`config.mk`:
```
export PLATFORM = sky130hd
export DESIGN_NAME = voice_alloc_flat
export DESIGN_NICKNAME = d
export VERILOG_FILES = /design/src/rtl/synth_pkg.sv /design/src/rtl/voice_alloc_if.sv /design/src/rtl/voice_alloc_pick.sv /design/src/rtl/voice_alloc.sv /design/src/flat_wrapper.sv
export SDC_FILE = /design/constraint.sdc
export NUM_CORES = 1
export LEC_CHECK = 0
export ABC_AREA = 1
export ABC_CLOCK_PERIOD_IN_PS = 3500
export CAP_MARGIN = 10
export CORE_MARGIN = 8
export CORE_UTILIZATION = 35
export CTS_CLUSTER_DIAMETER = 50
export DETAILED_ROUTE_END_ITERATION = 10
export GPL_ROUTABILITY_DRIVEN = 0
export MAX_ROUTING_LAYER = met4
export SYNTH_ARGS = -nofsm -noshare
export SYNTH_HDL_FRONTEND = slang
export SYNTH_SLANG_ARGS = --single-unit
```
`constraint.sdc`:
```
create_clock -name clk -period 3.5 [get_ports clk]
set_input_delay 0.35 -clock clk [delete_from_list [all_inputs] [get_ports clk]]
set_output_delay 0.35 -clock clk [all_outputs]
set_load 0.01 [all_outputs]
```
`src/rtl/synth_pkg.sv`:
```
// Shared definitions for the synth voice path.
// Holds the default sizes, the allocator FSM state encoding and the key-index type.
package synth_pkg;
    localparam int NUM_KEYS   = 13;
    localparam int NUM_VOICES = 4;
    localparam int KEY_W      = 4;
    localparam int AGE_W      = 3;

    typedef enum logic [1:0] {IDLE, REL, PRS, DONE} state_t;

    typedef logic [KEY_W-1:0] key_t;
endpackage

```
`src/rtl/voice_alloc_if.sv`:
```
// Bus between the keyboard decoder side and the voice allocator.
//   key_mask   : held-key bitmask (asynchronous to the allocator clock)
//   voice_key  : key index per voice, voice v at [v*KEY_W +: KEY_W]
//   voice_gate : per-voice sounding flag
//   voice_trig : per-voice one-cycle retrigger pulse
//   last_key   : most recently assigned key
//   any_gate   : OR of voice_gate
//   busy       : allocator is scanning
// master = keyboard/oscillator side, slave = allocator.
interface voice_alloc_if #(
    parameter int NUM_KEYS   = synth_pkg::NUM_KEYS,
    parameter int NUM_VOICES = synth_pkg::NUM_VOICES,
    parameter int KEY_W      = synth_pkg::KEY_W
);
    logic [NUM_KEYS-1:0]         key_mask;
    logic [NUM_VOICES*KEY_W-1:0] voice_key;
    logic [NUM_VOICES-1:0]       voice_gate;
    logic [NUM_VOICES-1:0]       voice_trig;
    logic [KEY_W-1:0]            last_key;
    logic                        any_gate;
    logic                        busy;

    modport master (output key_mask,
                    input  voice_key, voice_gate, voice_trig, last_key, any_gate, busy);
    modport slave  (input  key_mask,
                    output voice_key, voice_gate, voice_trig, last_key, any_gate, busy);
endinterface

```
`src/rtl/voice_alloc_pick.sv`:
```
// Combinational voice selector.
//   gate   : per-voice sounding flags
//   ages   : per-voice age counters
//   target : lowest free voice, else the oldest gated voice (lowest index on ties)
//   steal  : 1 when no voice was free
module voice_pick #(
    parameter int NUM_VOICES = synth_pkg::NUM_VOICES,
    parameter int AGE_W      = synth_pkg::AGE_W,
    parameter int VIDX_W     = (NUM_VOICES > 1) ? $clog2(NUM_VOICES) : 1
) (
    input  logic [NUM_VOICES-1:0]            gate,
    input  logic [NUM_VOICES-1:0][AGE_W-1:0] ages,
    output logic [VIDX_W-1:0]                target,
    output logic                             steal
);
    import synth_pkg::*;

    logic [VIDX_W-1:0] free_idx, old_idx;
    logic [AGE_W-1:0]  old_age;
    logic              found;

    always_comb begin
        found    = 1'b0;
        free_idx = '0;
        for (int v = 0; v < NUM_VOICES; v++) begin
            if (!gate[v] && !found) begin
                found    = 1'b1;
                free_idx = VIDX_W'(v);
            end
        end
    end

    // Only strictly greater ages replace the candidate, so ties keep the lower index.
    always_comb begin
        old_idx = '0;
        old_age = ages[0];
        for (int v = 1; v < NUM_VOICES; v++) begin
            if (ages[v] > old_age) begin
                old_age = ages[v];
                old_idx = VIDX_W'(v);
            end
        end
    end

    assign steal  = ~found;
    assign target = found ? free_idx : old_idx;
endmodule

```
`src/rtl/voice_alloc.sv`:
```
// Polyphonic voice allocator.
//   clk, ar : clock, synchronous active-high reset
//   bus     : voice_alloc_if slave (key_mask in; voice_key/gate/trig, last_key,
//             any_gate, busy out)
// A snapshot of the synchronized mask is scanned key by key: first all
// releases, then all presses, so voices freed by this snapshot are reused
// before any steal.
module voice_alloc #(
    parameter int NUM_KEYS   = synth_pkg::NUM_KEYS,
    parameter int NUM_VOICES = synth_pkg::NUM_VOICES,
    parameter int KEY_W      = synth_pkg::KEY_W,
    parameter int AGE_W      = synth_pkg::AGE_W
) (
    input  logic         clk,
    input  logic         ar,
    voice_alloc_if.slave bus
);
    import synth_pkg::*;

    localparam int               VIDX_W   = (NUM_VOICES > 1) ? $clog2(NUM_VOICES) : 1;
    localparam logic [AGE_W-1:0] AGE_MAX  = '1;
    localparam logic [KEY_W-1:0] LAST_IDX = KEY_W'(NUM_KEYS - 1);

    state_t                          state, state_nx;
    logic [NUM_KEYS-1:0]             sync1, sync_mask, snap, applied;
    logic [KEY_W-1:0]                idx, last_key;
    logic [NUM_VOICES-1:0][KEY_W-1:0] vkey;
    logic [NUM_VOICES-1:0][AGE_W-1:0] age;
    logic [NUM_VOICES-1:0]           vgate, vtrig;
    logic [VIDX_W-1:0]               pick_tgt;
    logic                            pick_steal;
    logic                            idx_last, rel_step, prs_step, busy;

    assign idx_last = (idx == LAST_IDX);

    // FSM: state register
    always_ff @(posedge clk) begin
        if (ar) state <= IDLE;
        else    state <= state_nx;
    end

    // FSM: next state
    always_comb begin
        state_nx = state;
        case (state)
            IDLE:    if (sync_mask != applied) state_nx = REL;
            REL:     if (idx_last) state_nx = PRS;
            PRS:     if (idx_last) state_nx = DONE;
            DONE:    state_nx = IDLE;
            default: state_nx = IDLE;
        endcase
    end

    // FSM: outputs
    always_comb begin
        busy     = (state != IDLE);
        rel_step = (state == REL);
        prs_step = (state == PRS);
    end

    voice_pick #(.NUM_VOICES(NUM_VOICES), .AGE_W(AGE_W), .VIDX_W(VIDX_W)) u_pick (
        .gate   (vgate),
        .ages   (age),
        .target (pick_tgt),
        .steal  (pick_steal)
    );

    // A steal is only ever reported when every voice is sounding.
    always_comb assert (!pick_steal || (&vgate));

    always_ff @(posedge clk) begin
        if (ar) begin
            sync1     <= '0;
            sync_mask <= '0;
            snap      <= '0;
            applied   <= '0;
            idx       <= '0;
            vkey      <= '0;
            vgate     <= '0;
            vtrig     <= '0;
            age       <= '0;
            last_key  <= '0;
        end else begin
            sync1     <= bus.key_mask;
            sync_mask <= sync1;
            vtrig     <= '0;

            if (state == IDLE && sync_mask != applied) begin
                snap <= sync_mask;
                idx  <= '0;
            end

            if (rel_step) begin
                idx <= idx_last ? '0 : idx + 1'b1;
                // A stolen voice no longer carries the old key, so its release finds nothing.
                if (applied[idx] && !snap[idx]) begin
                    for (int v = 0; v < NUM_VOICES; v++)
                        if (vgate[v] && vkey[v] == idx) vgate[v] <= 1'b0;
                end
            end

            if (prs_step) begin
                idx <= idx_last ? '0 : idx + 1'b1;
                if (!applied[idx] && snap[idx]) begin
                    last_key <= idx;
                    for (int v = 0; v < NUM_VOICES; v++) begin
                        if (VIDX_W'(v) == pick_tgt) begin
                            vkey[v]  <= idx;
                            vgate[v] <= 1'b1;
                            age[v]   <= '0;
                            vtrig[v] <= 1'b1;
                        end else if (vgate[v] && age[v] != AGE_MAX) begin
                            age[v] <= age[v] + 1'b1;
                        end
                    end
                end
            end

            if (state == DONE) applied <= snap;
        end
    end

    assign bus.voice_key  = vkey;
    assign bus.voice_gate = vgate;
    assign bus.voice_trig = vtrig;
    assign bus.last_key   = last_key;
    assign bus.any_gate   = |vgate;
    assign bus.busy       = busy;
endmodule

```
`src/flat_wrapper.sv`:
```
// flat-port wrapper written by rule: the top's interface ports become plain ports
module voice_alloc_flat import synth_pkg::*;
#(
    parameter int NUM_KEYS   = synth_pkg::NUM_KEYS,
    parameter int NUM_VOICES = synth_pkg::NUM_VOICES,
    parameter int KEY_W      = synth_pkg::KEY_W,
    parameter int AGE_W      = synth_pkg::AGE_W
)
  (clk, ar, bus_key_mask, bus_voice_key, bus_voice_gate, bus_voice_trig, bus_last_key, bus_any_gate, bus_busy);
  voice_alloc_if #(.NUM_KEYS(NUM_KEYS), .NUM_VOICES(NUM_VOICES), .KEY_W(KEY_W)) bus_i ();
  input  logic clk;
  input  logic ar;
  input wire logic [$bits(bus_i.key_mask)-1:0] bus_key_mask;
  output wire logic [$bits(bus_i.voice_key)-1:0] bus_voice_key;
  output wire logic [$bits(bus_i.voice_gate)-1:0] bus_voice_gate;
  output wire logic [$bits(bus_i.voice_trig)-1:0] bus_voice_trig;
  output wire logic [$bits(bus_i.last_key)-1:0] bus_last_key;
  output wire logic [$bits(bus_i.any_gate)-1:0] bus_any_gate;
  output wire logic [$bits(bus_i.busy)-1:0] bus_busy;
  assign bus_i.key_mask = bus_key_mask;
  assign bus_voice_key = bus_i.voice_key;
  assign bus_voice_gate = bus_i.voice_gate;
  assign bus_voice_trig = bus_i.voice_trig;
  assign bus_last_key = bus_i.last_key;
  assign bus_any_gate = bus_i.any_gate;
  assign bus_busy = bus_i.busy;
  voice_alloc #(.NUM_KEYS(NUM_KEYS), .NUM_VOICES(NUM_VOICES), .KEY_W(KEY_W), .AGE_W(AGE_W)) u_core (.clk(clk), .ar(ar), .bus(bus_i));
endmodule
```
# After elaboration in Yosys (flattened, before gate mapping)
# Cells that the tools add are included.
dict set report totals {
  input_bits 15
  word_cells 137
  out_inout_bits 30
  reg_bits 98
}
dict set report op_classes {
  n_mux 49
  reduce_logical 41
  n_eq_ne 19
  addsub 5
  n_lt_le_gt_ge 4
  n_bitwise 2
}
# op n
set ops {}
lappend ops {{two-way mux 4 bit} 8}
lappend ops {{two-way mux 3 bit} 10}
lappend ops {{AND reduction 3 bit} 9}
lappend ops {{two-way mux 1 bit} 20}
lappend ops {{== test 4 bit} 4}
lappend ops {{two-way mux 2 bit} 8}
lappend ops {{logical AND 1 bit} 14}
lappend ops {{!= test 13 bit} 1}
lappend ops {{adder 3 x 1 -> 3 bit (second input constant)} 4}
lappend ops {{!= test 3 bit (second input constant)} 4}
lappend ops {{nonzero test 2 bit} 5}
lappend ops {{> comparator 3 bit} 3}
lappend ops {{binary-select mux 1 bit (select 4 bit)} 2}
lappend ops {{case mux 2 bit (4 select lines)} 1}
lappend ops {{logical NOT 1 bit} 7}
lappend ops {{< comparator 4 x 5 -> 1 bit (second input constant)} 1}
lappend ops {{adder 4 x 1 -> 4 bit (second input constant)} 1}
lappend ops {{== test 2 bit (first input constant)} 2}
lappend ops {{== test 2 bit (second input constant)} 2}
lappend ops {{== test 4 bit (second input constant)} 1}
lappend ops {{logical NOT 2 bit} 2}
lappend ops {{!= test 2 x 1 -> 1 bit (second input constant)} 2}
lappend ops {{OR reduction 4 bit} 1}
lappend ops {{nonzero test 3 bit} 1}
lappend ops {{other kinds (6)} 7}

# Longest topological paths before layout
dict set report depth {
  ltp_word 14
  mapped_depth 28
  mapped_depth_nobuf 28
}

# By module
# Synthesis repeated with hierarchy kept, for this count alone.
dict set report hier_totals {
  hier_cells 709
  hier_area_um2 5026.1
}
# module cells_each area_per_inst_um2 seq_area_each_um2 n_inst
set by_module_without_submodules {}
lappend by_module_without_submodules {voice_alloc 642 4647.0 1961.9 1}
lappend by_module_without_submodules {voice_pick 67 379.1 0.0 1}

# Least setup slack after synthesis
# Ideal clock, no wire load.
dict set report synth_timing {
  path_type {register to register}
  startpoint {reg u_core.age[2] (netlist bit)}
  endpoint {reg u_core.vkey (netlist bit u_core.bus.voice_key[9])}
  arrival_ps 3086
  setup_time_ps 59
  period_less_slack_ps 3145
  path_stages_with_launch 27
  setup_slack_ps 355
  required_ps 3441
  path_buffers 0
  cell_sequence {dfxtp_1 inv_1 ha_1 nand2_1 nor2_1 nor2_1 nor2_1 nor2_1 a21oi_1 ha_1 nand3b_1 nand2_1 nand2_1 nand2_1 o21ai_0 ha_1 nand3_1 nand2_1 a21oi_1 nand2_1 nand2_1 nand2_1 inv_1 nand2_2 nor2_4 nand2_1 nand2_1}
}
dict set report synth_between {
  elab_chain_cells 9
  elab_cells_between_ends 11
  classes_between {order compare (3); eq/ne (1); mux (6); reduce/logical (1)}
}
# element line_no
set synth_rtl {}
lappend synth_rtl {{start, declared} voice_alloc.sv:28} ;# logic [NUM_VOICES-1:0][AGE_W-1:0] age;
lappend synth_rtl {{start signal, assigned by index} voice_alloc.sv:113} ;# age[v] <= age[v] + 1'b1;
lappend synth_rtl {{> comparator 3 bit} voice_alloc_pick.sv:38} ;# if (ages[v] > old_age) begin
lappend synth_rtl {{two-way mux 3 bit} voice_alloc_pick.sv:38}
lappend synth_rtl {{> comparator 3 bit} voice_alloc_pick.sv:38}
lappend synth_rtl {{two-way mux 3 bit} voice_alloc_pick.sv:38}
lappend synth_rtl {{> comparator 3 bit} voice_alloc_pick.sv:38}
lappend synth_rtl {{two-way mux 2 bit (*)} voice_alloc_pick.sv:38}
lappend synth_rtl {{two-way mux 2 bit (*)} voice_alloc_pick.sv:46} ;# assign target = found ? free_idx : old_idx;
lappend synth_rtl {{== test 2 bit (*)} voice_alloc.sv:107} ;# if (VIDX_W'(v) == pick_tgt) begin
lappend synth_rtl {{AND reduction 3 bit (no line) (*)} --}
lappend synth_rtl {{end signal, assigned by index} voice_alloc.sv:108} ;# vkey[v] <= idx;
lappend synth_rtl {{end, declared} voice_alloc.sv:27} ;# logic [NUM_VOICES-1:0][KEY_W-1:0] vkey;
# Mark *: on every way between the ends. The rest lies on a longest branch, timed or not.
# A chain may end at the register's enable or synchronous reset.

# Worst setup path after layout
dict set report layout_timing {
  startpoint {reg u_core.age[2] (netlist bit)}
  endpoint {reg u_core.age[9] (netlist bit)}
}
dict set report layout_between {
  elab_chain_cells 10
  elab_cells_between_ends 13
  classes_between {order compare (3); eq/ne (1); mux (7); reduce/logical (2)}
}
# element line_no
set layout_rtl {}
lappend layout_rtl {{> comparator 3 bit} voice_alloc_pick.sv:38}
lappend layout_rtl {{two-way mux 3 bit} voice_alloc_pick.sv:38}
lappend layout_rtl {{> comparator 3 bit} voice_alloc_pick.sv:38}
lappend layout_rtl {{two-way mux 3 bit} voice_alloc_pick.sv:38}
lappend layout_rtl {{> comparator 3 bit} voice_alloc_pick.sv:38}
lappend layout_rtl {{two-way mux 2 bit (*)} voice_alloc_pick.sv:38}
lappend layout_rtl {{two-way mux 2 bit (*)} voice_alloc_pick.sv:46}
lappend layout_rtl {{== test 2 bit (*)} voice_alloc.sv:107}
lappend layout_rtl {{nonzero test 2 bit (no line)} --}
lappend layout_rtl {{AND reduction 3 bit (no line)} --}
# Marks and branches as above.

==> impl_metrics.toml <==
[final_layout]
syn2layout_area_growth_pct = 28.65
design_area_sq_mm = 0.006006
final_util = 0.4571
multi_input_comb_area_sq_mm = 0.002570
drive_gt1_frac = 0.1617
num_antenna_cells = 0
fill_cells = 1315
final_nets = 738
seq_area_sq_mm = 0.001971

[floorplanning]
rows = 42
initial_utilization = 0.3553
core_area_sq_mm = 0.01314
chipHeight_um = 131.5
die_width_um = 131.5
io_pins = 45
dieArea_sq_mm = 0.01729

[clocking]
cts_htree_levels = 3
ctsHoldBuffers = 0
cts_tree = "built"
cts_num_sinks = 98
root_buffer = "clkbuf_16"
clkTransAtPathRegs_ns = 0.07
clock_path_buffers = 2
insertion_delay_ns = 0.35
cts_buffers = 9

[yosys]
yosysSeqAreaShare = 0.4203
synth_most_common_cell = "nand2_1"
synth_common_cells = "nand2_1 (141), dfxtp_1 (98), nor2_1 (85), inv_1 (79), nand3_1 (54)"
synth_flop_cell = "dfxtp_1"
yosys.area.top_type = "dfxtp_1"
ys_seq_elements = 98
postSynthAreaPerCell_sq_um = 7.171
syn_area_sq_mm = 0.004668
yosys.area.top_type_share = 0.4203
synth_cell_types = 26
synth_area_leaders = "dfxtp_1 (42%), nand2_1 (11%), nor2_1 (6.8%), inv_1 (6.4%), ha_1 (6.2%)"
yosys_warnings = 0
synth_fp_nets = 689
synth_edf_count = 0
syn_inst = 651
synthArstFlopShare = 0

[critical_path]
r2r-start = "u_core.age[2]"
cp.arrival_ns = 3.80
crit_path_end_kind = "register"
cp-start-kind = "register"
worstPathRequired_ns = 3.78
r2r_cells = 27
criticalPathCategory = "reg2reg"
ff2ff_setup_slack_ns = -0.02
r2r-end = "u_core.age[9]"
crit_fanout = 5

[grt]
grt_pass1_vias = 3998
antenna_found_initial = 0
grt_max_degree = 67
overflow = 0
grt_pass1_wl_um = 18840
grt_use_total = 0.1348

[timing]
slew_violations = 0
post-route-period-util = 1.005
layout_min_cycle_time_ns = 3.519
clock_skew_ns = 0.01031
hold_violations = 0
max_freq_ghz = 0.2842
worst_slack_ns = -0.01910
timing.slew.headroom = 0.3885
finalSetupViolCount = 4
worstMarginPinSlew_ns = 0.9151
rsz0062_at_grt = "yes"

[status]
status = "finished, violations left"
violations = "negative setup slack"

[power]
power_density_mw_per_mm2 = 647.2
power_frac_comb = 0.384
swShare = 0.3871
leakage_nw = 2.712
seq_power_share = 0.345
switchingPower_mw = 1.504
irDropWorstVdd_mv = 0.3246
p_clk_frac = 0.271
power.internal_mw = 2.382

[hold_path]
min_path_cells = 2
hold_end = "u_core.sync_mask[3]"
hold_path.class = "reg2reg"
min_from = "u_core.sync1[3]"

[routing]
routed_wl_um = 11730
drtPass1Iterations = 4
drc = 0
postRouteAntennaNets = 0
vias = 4218
routedWlPerCell_um = 13.32
viasPerCell = 4.788
drt_iter0_drc = 249

[placement]
dp_hpwl_um = 7736
post_dp_cell_area_sq_mm = 0.005255
io_buffers = 44

[job]
cap_violations = 0
==> per-stage QoR <==
stage          setup slack, ns    TNS [ns]  power (mW)  hold WS (ns)  cells
2_1_floorplan           0.3551           0       2.282        0.3883    651
3_3_place_gp           0.09006           0       2.534        0.3908    852
3_5_place_dp           -0.1172      -2.288       2.576        0.3959    852
4_1_cts             -0.0003832  -0.0003832       3.671        0.4070    868
5_1_grt                -0.2698      -6.926       4.156        0.4214    881
6_report              -0.01910    -0.03097       3.887        0.4047    881
==> power by group through the flow <==
stage          logic [mW]  clock network (mW)  registers (mW)
6_report             1.49                1.05            1.34
5_1_grt              1.67                1.12            1.36
4_1_cts              1.26                1.08            1.34
3_5_place_dp         1.21                   0            1.36
3_3_place_gp         1.17                   0            1.36
2_1_floorplan       0.927                   0            1.36
==> layout by cell type (no fill, tap or decap), types with 9 or more instances in the layout <==
cell type        count
or2_2                9
o21ai_0             41
nor2_1              78
nand2_2             11
nand2_4             15
buf_4               16
clkbuf_16            9
xor2_1              14
inv_1               73
a21oi_1             38
dfxtp_1             93
clkdlybuf4s50_1     44
nand3_1             48
ha_1                19
nand2_1            119
==> worst max path at each step <==
stage / start / endpoint / slack, ns / depth (start not counted)
4_1_cts: u_core.age[2] / u_core.bus.voice_key[6] / -0.0004 / 25
5_1_grt: u_core.age[2] / u_core.bus.voice_key[9] / -0.27 / 26
3_5_place_dp: u_core.age[2] / u_core.bus.voice_key[2] / -0.12 / 26
2_1_floorplan: u_core.age[2] / u_core.bus.voice_key[9] / 0.36 / 26
6_report: u_core.age[2] / u_core.age[9] / -0.02 / 27
3_3_place_gp: u_core.age[2] / u_core.bus.voice_key[8] / 0.09 / 26
==> sequential cells by signal (all words and copies together), names as in the netlist <==
signal,flops
u_core.bus.voice_trig,4
u_core.bus.last_key,4
u_core.bus.voice_gate,4
u_core.sync_mask,13
u_core.sync1,13
u_core.state,2
u_core.idx,4
u_core.applied,13
u_core.bus.voice_key,16
u_core.age,12
u_core.snap,13
==> metal layers <==
metal,GRT usage,wire (um),vias up,part of all wire
li1,-,-,2151,-
met1,0.1656,5587,1946,0.48
met2,0.2055,5455,96,0.46
met3,0.03659,426,25,0.036
met4,0.05488,264,0,0.022
met5,-,0,-,0
==> worst max-delay path, stage by stage (launching register included) <==
cell	delay [ns]
dfxtp_2	0.35
inv_2	0.06
ha_4	0.24
nand2_1	0.09
nand2_2	0.07
nor2_4	0.17
nor2_4	0.08
nor2_2	0.11
a21oi_2	0.05
ha_1	0.30
nand3b_1	0.12
nand2_4	0.14
nand2_4	0.09
nand2_2	0.08
o21ai_2	0.05
ha_1	0.33
nand3_2	0.08
nand2_2	0.09
nand2_2	0.07
nand2_1	0.06
nand2_1	0.06
nand2_2	0.13
nand3_4	0.13
nand2_4	0.15
nand2_4	0.07
nand2_2	0.10
nand2_1	0.06
nor2_1	0.12
==> area by class of cell <==
type	count	area share
repair buffers	64	0.1008
flip-flops and latches	98	0.3281
inverters	82	0.05292
multi-input cells	445	0.4279
clock buffers	10	0.03979
clock inverters	6	0.01375
well taps	176	0.03667
==> what timing repair did <==
action | 4_1_cts | 5_1_grt
pin swaps | 2 | 34
gates resized for setup | 13 | 81
setup endpoints to repair | 35 | 36
setup buffers | 0 | 13
==> cells by family (layout without fill, tap and decap cells) <==
logic type	after synthesis	after routing	share of synthesized area
AND/OR/NAND/NOR	309	309	0.2841
buffers and inverters	108	162	0.09300
flip-flops	98	98	0.4203
AO/OA/AOI/OAI	91	91	0.09971
adder cells (fa/ha/maj)	23	23	0.06165
XOR/XNOR	22	22	0.04128
No activity file was read; power rests on OpenSTA's default activity.
==> RTL edit: new RTL, config.mk and constraints unchanged <==
Change the package constant `NUM_KEYS` from 13 to 12.
--- a/src/rtl/synth_pkg.sv
+++ b/src/rtl/synth_pkg.sv
@@ -1,7 +1,7 @@
 // Shared definitions for the synth voice path.
 // Holds the default sizes, the allocator FSM state encoding and the key-index type.
 package synth_pkg;
-    localparam int NUM_KEYS   = 13;
+    localparam int NUM_KEYS   = 12;
     localparam int NUM_VOICES = 4;
     localparam int KEY_W      = 4;
     localparam int AGE_W      = 3;
Ports: changed (resized bus_key_mask); port bits go from 45 to 44. The function was not compared with the original's and may differ.
==> RTL edit against the original RTL <==
- utilization is 0.078 points lower
- non-clock buffer count is 6 lower
- area after synthesis is 6.1% lower
- cell count is 7.3% lower
- first-iteration DRC count is 12% higher
- final area is 5.7% lower
- power is 7.6% lower
- sequential cell count is 4 lower
- synthesized cell count is 8.8% lower
- routed wire length is 7.2% lower
- setup slack better by 0.15 ns
- global-route usage is 0.26 points higher
- largest power group is now sequential cells
==> RTL edit: results (changes against the original RTL) <==
[clocking]
clk_latency_ns = 0.35  ; about the same
cts_buffers = 9  ; unchanged
cts.clk_slew.worst_paths_ns = 0.07  ; about the same
clk_path_buf_depth = 2  ; unchanged
cts-root-buf = clkbuf_16  ; unchanged
htree_levels = 3  ; unchanged

[synthesis]
yosysSeqAreaShare = 0.429  ; was 0.420
ys.warnings.count = 0  ; unchanged
ys_async_sr_fraction = 0  ; unchanged
netlist_top_cells_count = nor2_1, dfxtp_1, nand2_1  ; was nand2_1, dfxtp_1, nor2_1
synth_nets = 630  ; was 689
synth_ff_type = dfxtp_1  ; unchanged
synth_cell_types = 28  ; was 26
synthTopCellsByArea = dfxtp_1, nor2_1, nand2_1, ha_1, inv_1  ; was dfxtp_1, nand2_1, nor2_1, inv_1, ha_1

[global_routing]
grt_pass1_wl_mm = 17.5  ; was 18.8 mm
grt_max_degree = 41  ; was 67
antenna_found_initial = 0  ; unchanged
grt_usage = 0.137  ; was 0.135
grt_pass1_vias = 3709  ; was 3998

[route]
viasPerCell = 4.71  ; was 4.79
drtPass1Iterations = 4  ; unchanged
wire_per_inst_um = 13.3  ; about the same
drt-initial-drc-count = 278  ; was 249

[power]
peakVddDrop_mv = 0.374  ; was 0.325 mV
leakagePower_nw = 2.44  ; was 2.71 nW
swShare = 0.366  ; was 0.387

[sta]
holdWs_ns = 0.401  ; was 0.405 ns
slew_headroom = 0.271  ; was 0.388
setup_ws_ns = 0.128  ; was -0.0191 ns
fin_skew_ns = 0.00749  ; was 0.0103 ns

[final_layout]
n_antenna_cell = 0  ; unchanged
largest_register_ff_count = 16  ; unchanged
drive_above_1_share = 0.161  ; was 0.162
nets = 677  ; was 738
num-fill-cells = 1244  ; was 1315

[placement]
io_buffer_count = 43  ; was 44
dpl.hpwl_mm = 7.48  ; was 7.74 mm
place_ws_ns = -0.161  ; was -0.117 ns
dpl_cell_area_um2 = 5020  ; was 5260 µm²

[worst_setup_path]
slowest_delay_ns = 0.34
arrival_ns = 3.60  ; was 3.80 ns
worstRegToRegCells = 25  ; was 27
cp_slowest_cell = ha_1  ; was dfxtp_2
worstPathMaxFanout = 5  ; unchanged
cp_top_family = simple AND/OR/NAND/NOR gates  ; unchanged

[hold_path]
hold_path_class = reg -> reg  ; unchanged
hold-path-cell-count = 2  ; unchanged

[outcome]
outcome = finished, final reports clean  ; was complete, but fails checks

RTL edit: cell types whose count changed after synthesis, moves of 4 or more:
cell	delta
o21ai_1	+14
dfxtp_1	-4
o21ai_0	+6
inv_1	-8
xor2_1	-7
nand2_1	-57
buf_1	-4
a21oi_1	-14
nand3_1	-13
nor2_1	+24
xnor2_1	+14
or2_2	-4
RTL edit: per-layer routing:
metal	global-route usage	wire, µm
met5	-	0
met4	0.0392	177
met3	0.0403	471
met2	0.234	5450
met1	0.153	4790
RTL edit: layout make-up:
type | instances | share of cell area
clock buffer | 11 | 0.0446
clock inverter | 4 | 0.00972
inverter | 73 | 0.0506
multi-input combinational | 405 | 0.429
sequential | 94 | 0.333
tap | 172 | 0.0380
timing repair buffer | 58 | 0.0958
RTL edit: through the flow:
step / util / setup TNS (ns) / power (W) / cells
final: 0.456 / 0 / 0.00359 / 817
after global placement: 0.404 / 0 / 0.00240 / 800
after detailed placement: 0.404 / -1.95 / 0.00243 / 800
after CTS: 0.432 / -0.00667 / 0.00346 / 816
after global routing: 0.456 / -0.837 / 0.00384 / 817
after floorplan: - / 0 / 0.00213 / 594
RTL edit: repair_timing:
item | CTS | global route
buffers inserted | 1 | 1
hold endpoints to repair | 0 | 0
pin swaps | 2 | 28
setup endpoints to repair | 28 | 36
cloned | 0 | 0
resized for setup | 18 | 75
RTL edit: worst paths after layout:
check / from / endpoint
min reg2reg: u_core.sync1[3] / u_core.sync_mask[3]
max: u_core.age[2] / u_core.bus.voice_key[1]
min: u_core.sync1[3] / u_core.sync_mask[3]
max reg2reg: u_core.age[2] / u_core.bus.voice_key[1]
RTL edit: power by group through the flow:
stage	Clock (W)	Sequential, W	Combinational (W)
final	0.00101	0.00132	0.00126
after global routing	0.00108	0.00134	0.00142
after CTS	0.00103	0.00132	0.00111
after detailed placement	0	0.00134	0.00109
after global placement	0	0.00133	0.00106
after floorplan	0	0.00131	0.000825
RTL edit: cell families (layout without fill, tap and decap cells):
group           Yosys count  after routing  share of synthesized area
buf+inv                  95            146                     0.0870
fa+ha+maj                22             22                     0.0628
compound gates           97             97                      0.112
simple gates            257            257                      0.251
flops                    94             94                      0.429
xor+xnor                 29             29                     0.0579
RTL edit: worst register-to-register path, delay by kind of cell, from the launching register on:
kind	cells	cell delay, ns
compound gates	4	0.36
flops	1	0.33
buf+inv	2	0.14
simple gates	16	1.55
fa+ha+maj	3	0.88
